===== config.mk =====
export PLATFORM = sky130hd
export DESIGN_NAME = vx_ti_short_stack
export DESIGN_NICKNAME = d
export VERILOG_FILES = /design/src/rtl/vx_ti_short_stack.sv
export SDC_FILE = /design/constraint.sdc
export NUM_CORES = 1
export LEC_CHECK = 0
export BUFFER_PORTS_ARGS = -buffer_cell sky130_fd_sc_hd__buf_2
export CORE_ASPECT_RATIO = 1.1
export CORE_MARGIN = 3
export CORE_UTILIZATION = 38
export DETAILED_ROUTE_END_ITERATION = 6
export GPL_TIMING_DRIVEN = 0
export PLACE_DENSITY = 0.6
export SYNTH_ARGS = -nofsm -noshare
export SYNTH_HDL_FRONTEND = slang
export SYNTH_SLANG_ARGS = --single-unit

===== constraint.sdc =====
create_clock -name clk -period 5.5 [get_ports clk]
set_input_delay 0.825 -clock clk [delete_from_list [all_inputs] [get_ports clk]]
set_output_delay 0.825 -clock clk [all_outputs]
set_load 0.01 [all_outputs]

===== src/rtl/vx_ti_short_stack.sv =====
// vx_ti_short_stack: multi-context bounded short stack for BVH traversal.
// Each context keeps a circular window of the newest STACK_SIZE node addresses.
// A push into a full context overwrites the oldest entry and latches an
// overflow flag. An empty pop on an overflowed context then reports "restart".
// Pop/swap results come out on a registered response port one cycle after
// the request is accepted.
// Optional feature macro: VX_TI_STACK_PERF_EN adds saturating perf counters.
module vx_ti_short_stack #(
   parameter int NUM_STACKS = 4,
   parameter int STACK_SIZE = 5,
   parameter int ENTRY_BITS = 32,
   parameter int SID_BITS   = (NUM_STACKS > 1) ? $clog2(NUM_STACKS) : 1
) (
   input  logic                    clk,
   input  logic                    reset,
   input  logic                    req_valid,
   output logic                    req_ready,
   input  logic [1:0]              req_op,
   input  logic [SID_BITS-1:0]     req_sid,
   input  logic [ENTRY_BITS-1:0]   req_data,
   output logic                    rsp_valid,
   input  logic                    rsp_ready,
   output logic [SID_BITS-1:0]     rsp_sid,
   output logic [ENTRY_BITS-1:0]   rsp_data,
   output logic                    rsp_empty,
   output logic                    rsp_restart,
   output logic [NUM_STACKS-1:0]   stack_empty,
   output logic [NUM_STACKS-1:0]   stack_full
`ifdef VX_TI_STACK_PERF_EN
   ,
   output logic [31:0]                     perf_overflows,
   output logic [31:0]                     perf_restarts,
   output logic [$clog2(STACK_SIZE+1)-1:0] perf_max_depth
`endif
);

   localparam int PTR_W = $clog2(STACK_SIZE);
   localparam int CNT_W = $clog2(STACK_SIZE + 1);

   typedef enum logic [1:0] {
      OP_PUSH  = 2'd0,
      OP_POP   = 2'd1,
      OP_SWAP  = 2'd2,
      OP_CLEAR = 2'd3
   } op_e;

   // Per-context state and shared storage (storage is intentionally not reset).
   logic [PTR_W-1:0]      top [NUM_STACKS];
   logic [CNT_W-1:0]      cnt [NUM_STACKS];
   logic                  ovf [NUM_STACKS];
   logic [ENTRY_BITS-1:0] mem [NUM_STACKS][STACK_SIZE];

   op_e                   op;
   logic                  sid_ok;
   logic                  do_op;
   logic [PTR_W-1:0]      cur_top;
   logic [CNT_W-1:0]      cur_cnt;
   logic                  cur_ovf;
   logic [ENTRY_BITS-1:0] cur_entry;
   logic [PTR_W-1:0]      top_inc;
   logic [PTR_W-1:0]      top_dec;
   logic                  cur_full;

   logic [PTR_W-1:0]      nxt_top;
   logic [CNT_W-1:0]      nxt_cnt;
   logic                  nxt_ovf;
   logic                  wr_en;
   logic [PTR_W-1:0]      wr_ptr;
   logic                  ld_rsp;
   logic [ENTRY_BITS-1:0] ld_data;
   logic                  ld_empty;
   logic                  ld_restart;
   logic                  drop;

   assign op        = op_e'(req_op);
   assign req_ready = !rsp_valid || rsp_ready;
   assign sid_ok    = (32'(req_sid) < NUM_STACKS);
   assign do_op     = req_valid && req_ready && sid_ok;

   // Selected context view and modular pointer neighbours.
   always_comb begin
      cur_top   = '0;
      cur_cnt   = '0;
      cur_ovf   = 1'b0;
      cur_entry = '0;
      if (sid_ok) begin
         cur_top   = top[req_sid];
         cur_cnt   = cnt[req_sid];
         cur_ovf   = ovf[req_sid];
         cur_entry = mem[req_sid][cur_top];
      end
      top_inc  = (cur_top == PTR_W'(STACK_SIZE - 1)) ? '0 : cur_top + 1'b1;
      top_dec  = (cur_top == '0) ? PTR_W'(STACK_SIZE - 1) : cur_top - 1'b1;
      cur_full = (cur_cnt == CNT_W'(STACK_SIZE));
   end

   // Next-state for the addressed context, storage write and response load.
   always_comb begin
      nxt_top    = cur_top;
      nxt_cnt    = cur_cnt;
      nxt_ovf    = cur_ovf;
      wr_en      = 1'b0;
      wr_ptr     = cur_top;
      ld_rsp     = 1'b0;
      ld_data    = '0;
      ld_empty   = 1'b0;
      ld_restart = 1'b0;
      drop       = 1'b0;
      unique case (op)
         OP_PUSH: begin
            nxt_top = top_inc;
            wr_en   = 1'b1;
            wr_ptr  = top_inc;
            if (cur_full) begin
               nxt_ovf = 1'b1;
               drop    = 1'b1;
            end else begin
               nxt_cnt = cur_cnt + 1'b1;
            end
         end
         OP_POP: begin
            ld_rsp = 1'b1;
            if (cur_cnt != '0) begin
               ld_data = cur_entry;
               nxt_top = top_dec;
               nxt_cnt = cur_cnt - 1'b1;
            end else begin
               ld_empty   = 1'b1;
               ld_restart = cur_ovf;
               nxt_ovf    = 1'b0;
            end
         end
         OP_SWAP: begin
            ld_rsp = 1'b1;
            wr_en  = 1'b1;
            if (cur_cnt != '0) begin
               ld_data = cur_entry;
            end else begin
               // Empty swap: behaves as an empty pop followed by a push.
               ld_empty   = 1'b1;
               ld_restart = cur_ovf;
               nxt_ovf    = 1'b0;
               nxt_top    = top_inc;
               wr_ptr     = top_inc;
               nxt_cnt    = CNT_W'(1);
            end
         end
         OP_CLEAR: begin
            nxt_top = '0;
            nxt_cnt = '0;
            nxt_ovf = 1'b0;
         end
         default: ;
      endcase
   end

   // Context state registers, updated in the acceptance cycle.
   always_ff @(posedge clk or negedge reset) begin
      if (!reset) begin
         for (int unsigned i = 0; i < NUM_STACKS; i++) begin
            top[i] <= '0;
            cnt[i] <= '0;
            ovf[i] <= 1'b0;
         end
      end else if (do_op) begin
         top[req_sid] <= nxt_top;
         cnt[req_sid] <= nxt_cnt;
         ovf[req_sid] <= nxt_ovf;
      end
   end

   // Entry storage; reads are combinational so a following op sees new data.
   always_ff @(posedge clk) begin
      if (do_op && wr_en) begin
         mem[req_sid][wr_ptr] <= req_data;
      end
   end

   // Registered response, held while the consumer stalls.
   always_ff @(posedge clk or negedge reset) begin
      if (!reset) begin
         rsp_valid   <= 1'b0;
         rsp_sid     <= '0;
         rsp_data    <= '0;
         rsp_empty   <= 1'b0;
         rsp_restart <= 1'b0;
      end else if (do_op && ld_rsp) begin
         rsp_valid   <= 1'b1;
         rsp_sid     <= req_sid;
         rsp_data    <= ld_data;
         rsp_empty   <= ld_empty;
         rsp_restart <= ld_restart;
      end else if (rsp_ready) begin
         rsp_valid   <= 1'b0;
      end
   end

   // Per-context status flags from registered counts.
   always_comb begin
      for (int unsigned i = 0; i < NUM_STACKS; i++) begin
         stack_empty[i] = (cnt[i] == '0);
         stack_full[i]  = (cnt[i] == CNT_W'(STACK_SIZE));
      end
   end

`ifdef VX_TI_STACK_PERF_EN
   // Saturating performance counters and peak depth tracker.
   always_ff @(posedge clk or negedge reset) begin
      if (!reset) begin
         perf_overflows <= '0;
         perf_restarts  <= '0;
         perf_max_depth <= '0;
      end else if (do_op) begin
         if (drop && (perf_overflows != '1)) begin
            perf_overflows <= perf_overflows + 1'b1;
         end
         if (ld_rsp && ld_restart && (perf_restarts != '1)) begin
            perf_restarts <= perf_restarts + 1'b1;
         end
         if (nxt_cnt > perf_max_depth) begin
            perf_max_depth <= nxt_cnt;
         end
      end
   end
`endif

endmodule

## Word-level counts from Yosys, hierarchy flattened

Memory sizes are Yosys's and may differ from the RTL's.
Index checks and enable logic that the tools add are counted.

| word-level totals | value |
|---|---|
| register bits after elaboration | 65 |
| RAM bits | 640 |
| output and inout bits | 46 |
| input port bits | 40 |
| logic and storage cells | 102 |
| memories kept | 1 |

| operators by class | value |
|---|---|
| multiplexer cells | 46 |
| add/subtract/negate cells | 4 |
| equality and inequality tests | 9 |
| bitwise logic cells | 3 |
| magnitude comparators | 5 |
| reductions and logical operators | 17 |

Memories:

| memory | depth | bits a word | read ports | clocked after memory_dff | wr ports | line | RTL |
|---|---|---|---|---|---|---|---|
| mem | 4 | 160 | 1 | 0 | 1 | 51 | `logic [ENTRY_BITS-1:0] mem [NUM_STACKS][STACK_SIZE];` |

Operators with widths:

| kind | count |
|---|---|
| $mux 160 | 1 |
| $mux 32 | 5 |
| $bmux 32 s3 | 1 |
| $demux 32 s3 | 1 |
| $mux 3 | 12 |
| $bwmux 12 | 2 |
| $pmux 3 s4 | 2 |
| $eq 3x3->1 const B | 6 |
| $logic_not 3->1 | 5 |
| $mux 1 | 14 |
| $bmux 3 s2 | 2 |
| $ge 4x4->1 const B | 2 |
| $not 3->4 | 2 |
| $add 3x1->3 const B | 2 |
| $demux 3 s2 | 1 |
| $pmux 3 s2 | 1 |
| $sub 3x1->3 const B | 2 |
| $logic_and 1x1->1 | 5 |
| $bwmux 4 | 1 |
| $eq 2x2->1 const B | 2 |
| $lt 4x1->1 const B | 1 |
| $reduce_or 2->1 | 2 |
| $ge 3x3->1 const B | 1 |
| $lt 3x1->1 const B | 1 |
| 10 further kinds | 10 |

## Logic depth before layout (Yosys ltp)

| depth | value |
|---|---|
| word-level depth | 14 |
| mapped depth | 13 |
| gate-level depth less buffers | 10 |

## Worst setup path after synthesis

OpenSTA, ideal clock, no wires.

| path | value |
|---|---|
| path type | input -> register |
| start | in req_sid[0] |
| end | mem mem[3][100] in the netlist's numbering, enable pin |
| required time | 5.039 ns |
| buffers on the path | 3 |
| cell stages on the path | 11 |
| path slack | -0.266 ns |
| data arrival time | 5.306 ns |
| setup time | 0.461 ns |
| cell sequence | buf_6 -> buf_6 -> buf_6 -> mux4_2 -> inv_1 -> ha_1 -> nand2_1 -> o221a_2 -> o31ai_2 -> nand3_2 -> nor3_1 |

| between the ends | value |
|---|---|
| word-level cells in the longest chain between the ends | 14 |
| elaborated cells on any way between the ends | 20 |
| classes of those cells | add/sub (1); order compare (2); eq/ne (1); mux (12); bitwise (2); reduce/logical (2) |

RTL lines:

| item | line | RTL |
|---|---|---|
| start: declaration | 19 | `input logic [SID_BITS-1:0] req_sid,` |
| $not 2->3 (implied by the code) | 87, 88 |  |
| $bmux 3 s2 | 87 | `cur_top = top[req_sid];` |
| $mux 3 (implied by the code) (2 in series) | 87 |  |
| $add 3x1->3 / $eq 3x3->1 (equally long branches) | 92 | `top_inc = (cur_top == PTR_W'(STACK_SIZE - 1)) ? '0 : cur_top + 1'b1;` |
| $mux 3 | 92 |  |
| $mux 3 | 136 | `if (cur_cnt != '0) begin` |
| $pmux 3 s2 | 109 | `unique case (op)` |
| $not 3->4 (implied by the code) | 175 | `mem[req_sid][wr_ptr] <= req_data;` |
| $ge 4x4->1 (implied by the code) / $lt 4x1->1 (equally long branches) | 175 |  |
| $logic_and 1x1->1 (implied by the code) | 175 |  |
| $mux 32 (implied by the code) | 175 |  |
| $demux 32 s3 | 175 |  |
| $mux 160 (implied by the code) | 175 |  |
| end: declaration | 51 |  |

Parallel ways exist; a longest one is shown, timed or not. The select of a mux whose other input is x is not followed.

## Worst setup path in the final report

| path | value |
|---|---|
| start | in req_sid[1] |
| end | mem mem[2][102] in the netlist's numbering, enable pin |

The elaborated chain is that of the path after synthesis.

==> summary.md <==
| Metric | Value |
|---|---|
| # Max-Cap Violations | 0 |
| Crit. End Element | flip-flop |
| Slowest CP cell | nor3_2 |
| Placer Congestion | 0.786 |
| First-pass GRT wire length | 104 mm |
| Part of the cycle the worst path needs | 93.4% |
| Core area | 0.0723 mm^2 |
| Async S/R FF share, synth | 9.22% |
| Non-Filler Instances | 2,612 |
| Root Driver | clkbuf_16 |
| DR DRC count | 0 |
| Critical path startpoint category | primary input |
| Final setup viols | 0 |
| Skew-Pair Late Insertion Delay | 0.61 ns |
| Ys Warns | 0 |
| DR vias/cell | 5.63 |
| Die Span X | 265 um |
| Clock share of power | 34.7% |
| Clock Skews | 0.0324 ns |
| Most used DFF post-synth | edfxtp_1 |
| DIE HEIGHT | 290 um |
| WP data arrival | 5.44 ns |
| Peak supply drop | 0.223 mV |
| Max Clock Freq | 195 MHz |
| Port Buf Inserts | 84 |
| Total setup buffers inserted after CTS | 0 |
| Comb power frac | 19.9% |
| Sequential cell area fraction in the yosys report | 74.6% |
| Pwr dens | 426 mW/mm^2 |
| Int Pwr | 9.90 mW |
| Worst-path clk slew | 0.06 ns |
| Final Routed Wirelength | 71.0 mm |
| Pre-CTS setup slack | -0.189 ns |
| PostCTS Resize Cnt | 0 |
| Die area | 0.0768 mm^2 |
| Final instance area | 0.0328 mm^2 |
| Clk sinks | 705 |
| Sw Pwr | 4.05 mW |
| 1st-iter DRT viols | 1,493 |
| # rows | 103 |
| Crit path largest cell delay | 0.88 ns |
| Critical path type | in -> reg |
| Clock Tree Buf Depth | 3 |
| Relative slew margins | 25.8% |
| Synth Register Bits | 705 |
| Total GRT Usage | 18.6% |
| RSZ-0062 raised after global routing | false |
| Mapped Area | 0.0279 mm^2 |
| Worst-Margin Slew | 1.09 ns |
| Final #Nets | 1,661 |
| CP Data Required Time | 5.80 ns |
| Final hold violation count | 0 |
| Min Hold Slack | 0.171 ns |
| Initial antenna violation count | 2 |
| Wire per inst | 27.2 um |
| Syn_nets | 1,460 |
| Number of diodes | 0 |
| Critical-path cell list | buf_2 > buf_2 > mux4_2 > inv_1 > clkbuf_1 > ha_1 > nor2_1 > o31ai_2 > nand3_2 > nor3_2 > buf_6 > buf_8 |
| Initial core utilization | 38.7% |
| GRT Residual Overflow | 0 |
| Vias in the first global route | 15,400 |
| Final min period | 5.13 ns |
| Sw Ratio | 29.0% |
| Area grow syn2layout | 17.2% |
| Syn Area/Cell | 19.8 um^2 |
| Status | finished clean |
| CTS tree | done |
| Fraction of layout instances using a drive strength above 1 | 29.9% |
| Post-synth EDFFs | 640 |
| Min-delay worst type | in -> async |
| Worst setup margin | 0.366 ns |
| Pin count of the biggest net entering global routing | 39 |
| Leak | 10.7 nW |
| H-tree depth reported by CTS | 3 |
| Dpl hpwl | 47.8 mm |
| Setup TNS | 0 ns |
| Most frequent cell on the critical path | buf_2 |
| Syn Inst Count | 1,409 |
| Worst-path fanout max | 11 |
| Flop pwr share | 45.4% |
| Max-slew violation count | 0 |
| Distinct cell type count after synthesis | 55 |
| Top Ports | 86 |
| Placed Instances | 2,483 |
| Detailed-route via count | 14,700 |
| Placement Cell Area | 0.0304 mm^2 |
| TritonRoute pass-1 iters | 7 |
| Hold bufs inserted after CTS | 0 |
| Cts bufs inserted | 70 |
| Routed Antenna Nets | 0 |
[path summary, 6_finish.rpt]
kind	from	end	slack, ns	depth (start not counted)
worst max register to register	top[1]	mem[2][102]	0.52	11
max in group asynchronous	reset	rsp_data[6]	4.69	2
worst min-delay path	reset	cnt[4]	0.17	1
min in group clk	top[1]	top[1]	0.48	2
worst max-delay path	req_sid[1]	mem[2][102]	0.37	12
worst min register to register	top[1]	top[1]	0.48	2
[metrics by stage]
step	total power, mW	utilization [%]
after floorplan	7.94	-
after global placement	9.07	40.9
after detailed placement	9.21	42.1
after CTS	14.1	45.3
after global routing	14.5	45.3
final	14.0	45.3
[placed cells by master, fill, tap and decap left out, types with 6 or more instances in the layout]
| cell type | Yosys | final |
|---|---|---|
| mux2_2 | 20 | 20 |
| a211oi_1 | 33 | 33 |
| ha_1 | 11 | 11 |
| buf_4 | 5 | 8 |
| buf_16 | 0 | 13 |
| buf_2 | 35 | 118 |
| mux4_2 | 167 | 167 |
| dfrtp_1 | 65 | 65 |
| clkbuf_16 | 0 | 74 |
| nand3_1 | 6 | 6 |
| a2111oi_0 | 32 | 32 |
| edfxtp_1 | 640 | 640 |
| a21oi_1 | 42 | 42 |
| nand2_1 | 67 | 67 |
| inv_1 | 12 | 12 |
| bufinv_16 | 0 | 7 |
| clkinv_1 | 0 | 7 |
| nor2_4 | 0 | 11 |
| nor3b_1 | 31 | 31 |
| o21ai_0 | 16 | 16 |
| and2_1 | 28 | 28 |
| nor3_2 | 0 | 8 |
| o41ai_1 | 32 | 32 |
| clkbuf_1 | 41 | 60 |
| nor2_1 | 55 | 44 |
| clkinv_2 | 0 | 9 |
| buf_6 | 8 | 33 |
[Yosys cell counts (all sizes together) (2+ instances only)]
library cell    n  area (um^2)
nor3b          32          245
o21ai          17         88.8
and2           33          206
inv            12         45.0
clkbuf         41          154
buf            50          310
a211oi         34          260
nand2b          5         38.8
nand2          67          251
a31oi           2         12.5
o221ai          3         32.5
o41ai          32          280
mux2           21          240
dfrtp          65         1630
nand3           7         40.0
o31ai           6         50.1
edfxtp        640        19200
mux4          167         3760
a21oi          42          210
nor3           13         65.1
nor2           56          213
nor2b           2         12.5
and3            2         12.5
a2111oi        32          280
ha             11          138
[kinds of logic (layout without fill, tap and decap cells)]
| family | Yosys count | after routing | share of synthesized area (%) |
|---|---|---|---|
| simple gates | 223 | 223 | 4.05 |
| xor+xnor | 1 | 1 | 0.0313 |
| compound gates | 177 | 177 | 4.66 |
| flops | 705 | 705 | 74.6 |
| fa+ha+maj | 11 | 11 | 0.493 |
| buf+inv | 103 | 361 | 1.82 |
| mux | 189 | 189 | 14.4 |
[routing by layer]
layer	up-vias	part of all wire [%]	track usage [%]
met5	-	0.0099	0
met1	7816	41	24.6
li1	6237	-	-
met3	132	6.7	4.29
met4	2	3.0	6.11
met2	529	49	30.4
[flip-flops by register name (all words and copies together) (netlist names)]
register,cells
mem,640
top,12
ovf,4
rsp_sid,2
cnt,12
rsp_restart,1
rsp_valid,1
rsp_data,32
rsp_empty,1
[worst max-delay path: cells and delay by family]
family,cells,cell delay [ns]
compound gates,1,0.39
fa+ha+maj,1,0.37
buf+inv,6,1.97
mux,1,0.52
simple gates,3,1.34
[power groups by stage]
stage	registers, mW	logic (mW)	clock network (mW)
4_1_cts	6.33	2.78	4.94
2_1_floorplan	6.44	1.50	0
3_3_place_gp	6.45	2.62	0
5_1_grt	6.36	2.96	5.17
6_report	6.34	2.77	4.84
3_5_place_dp	6.44	2.77	0
[area by class of cell]
class                   count  area (um^2)
repair buffers            129         1170
fillers                  6062        39500
inverters                  12         45.0
clock inverters            32          357
well taps                 945         1180
flip-flops and latches    705        20800
multi-input cells         601         6710
plain buffers              91          464
clock buffers              97         1980
(Power assumes the default switching activity.)
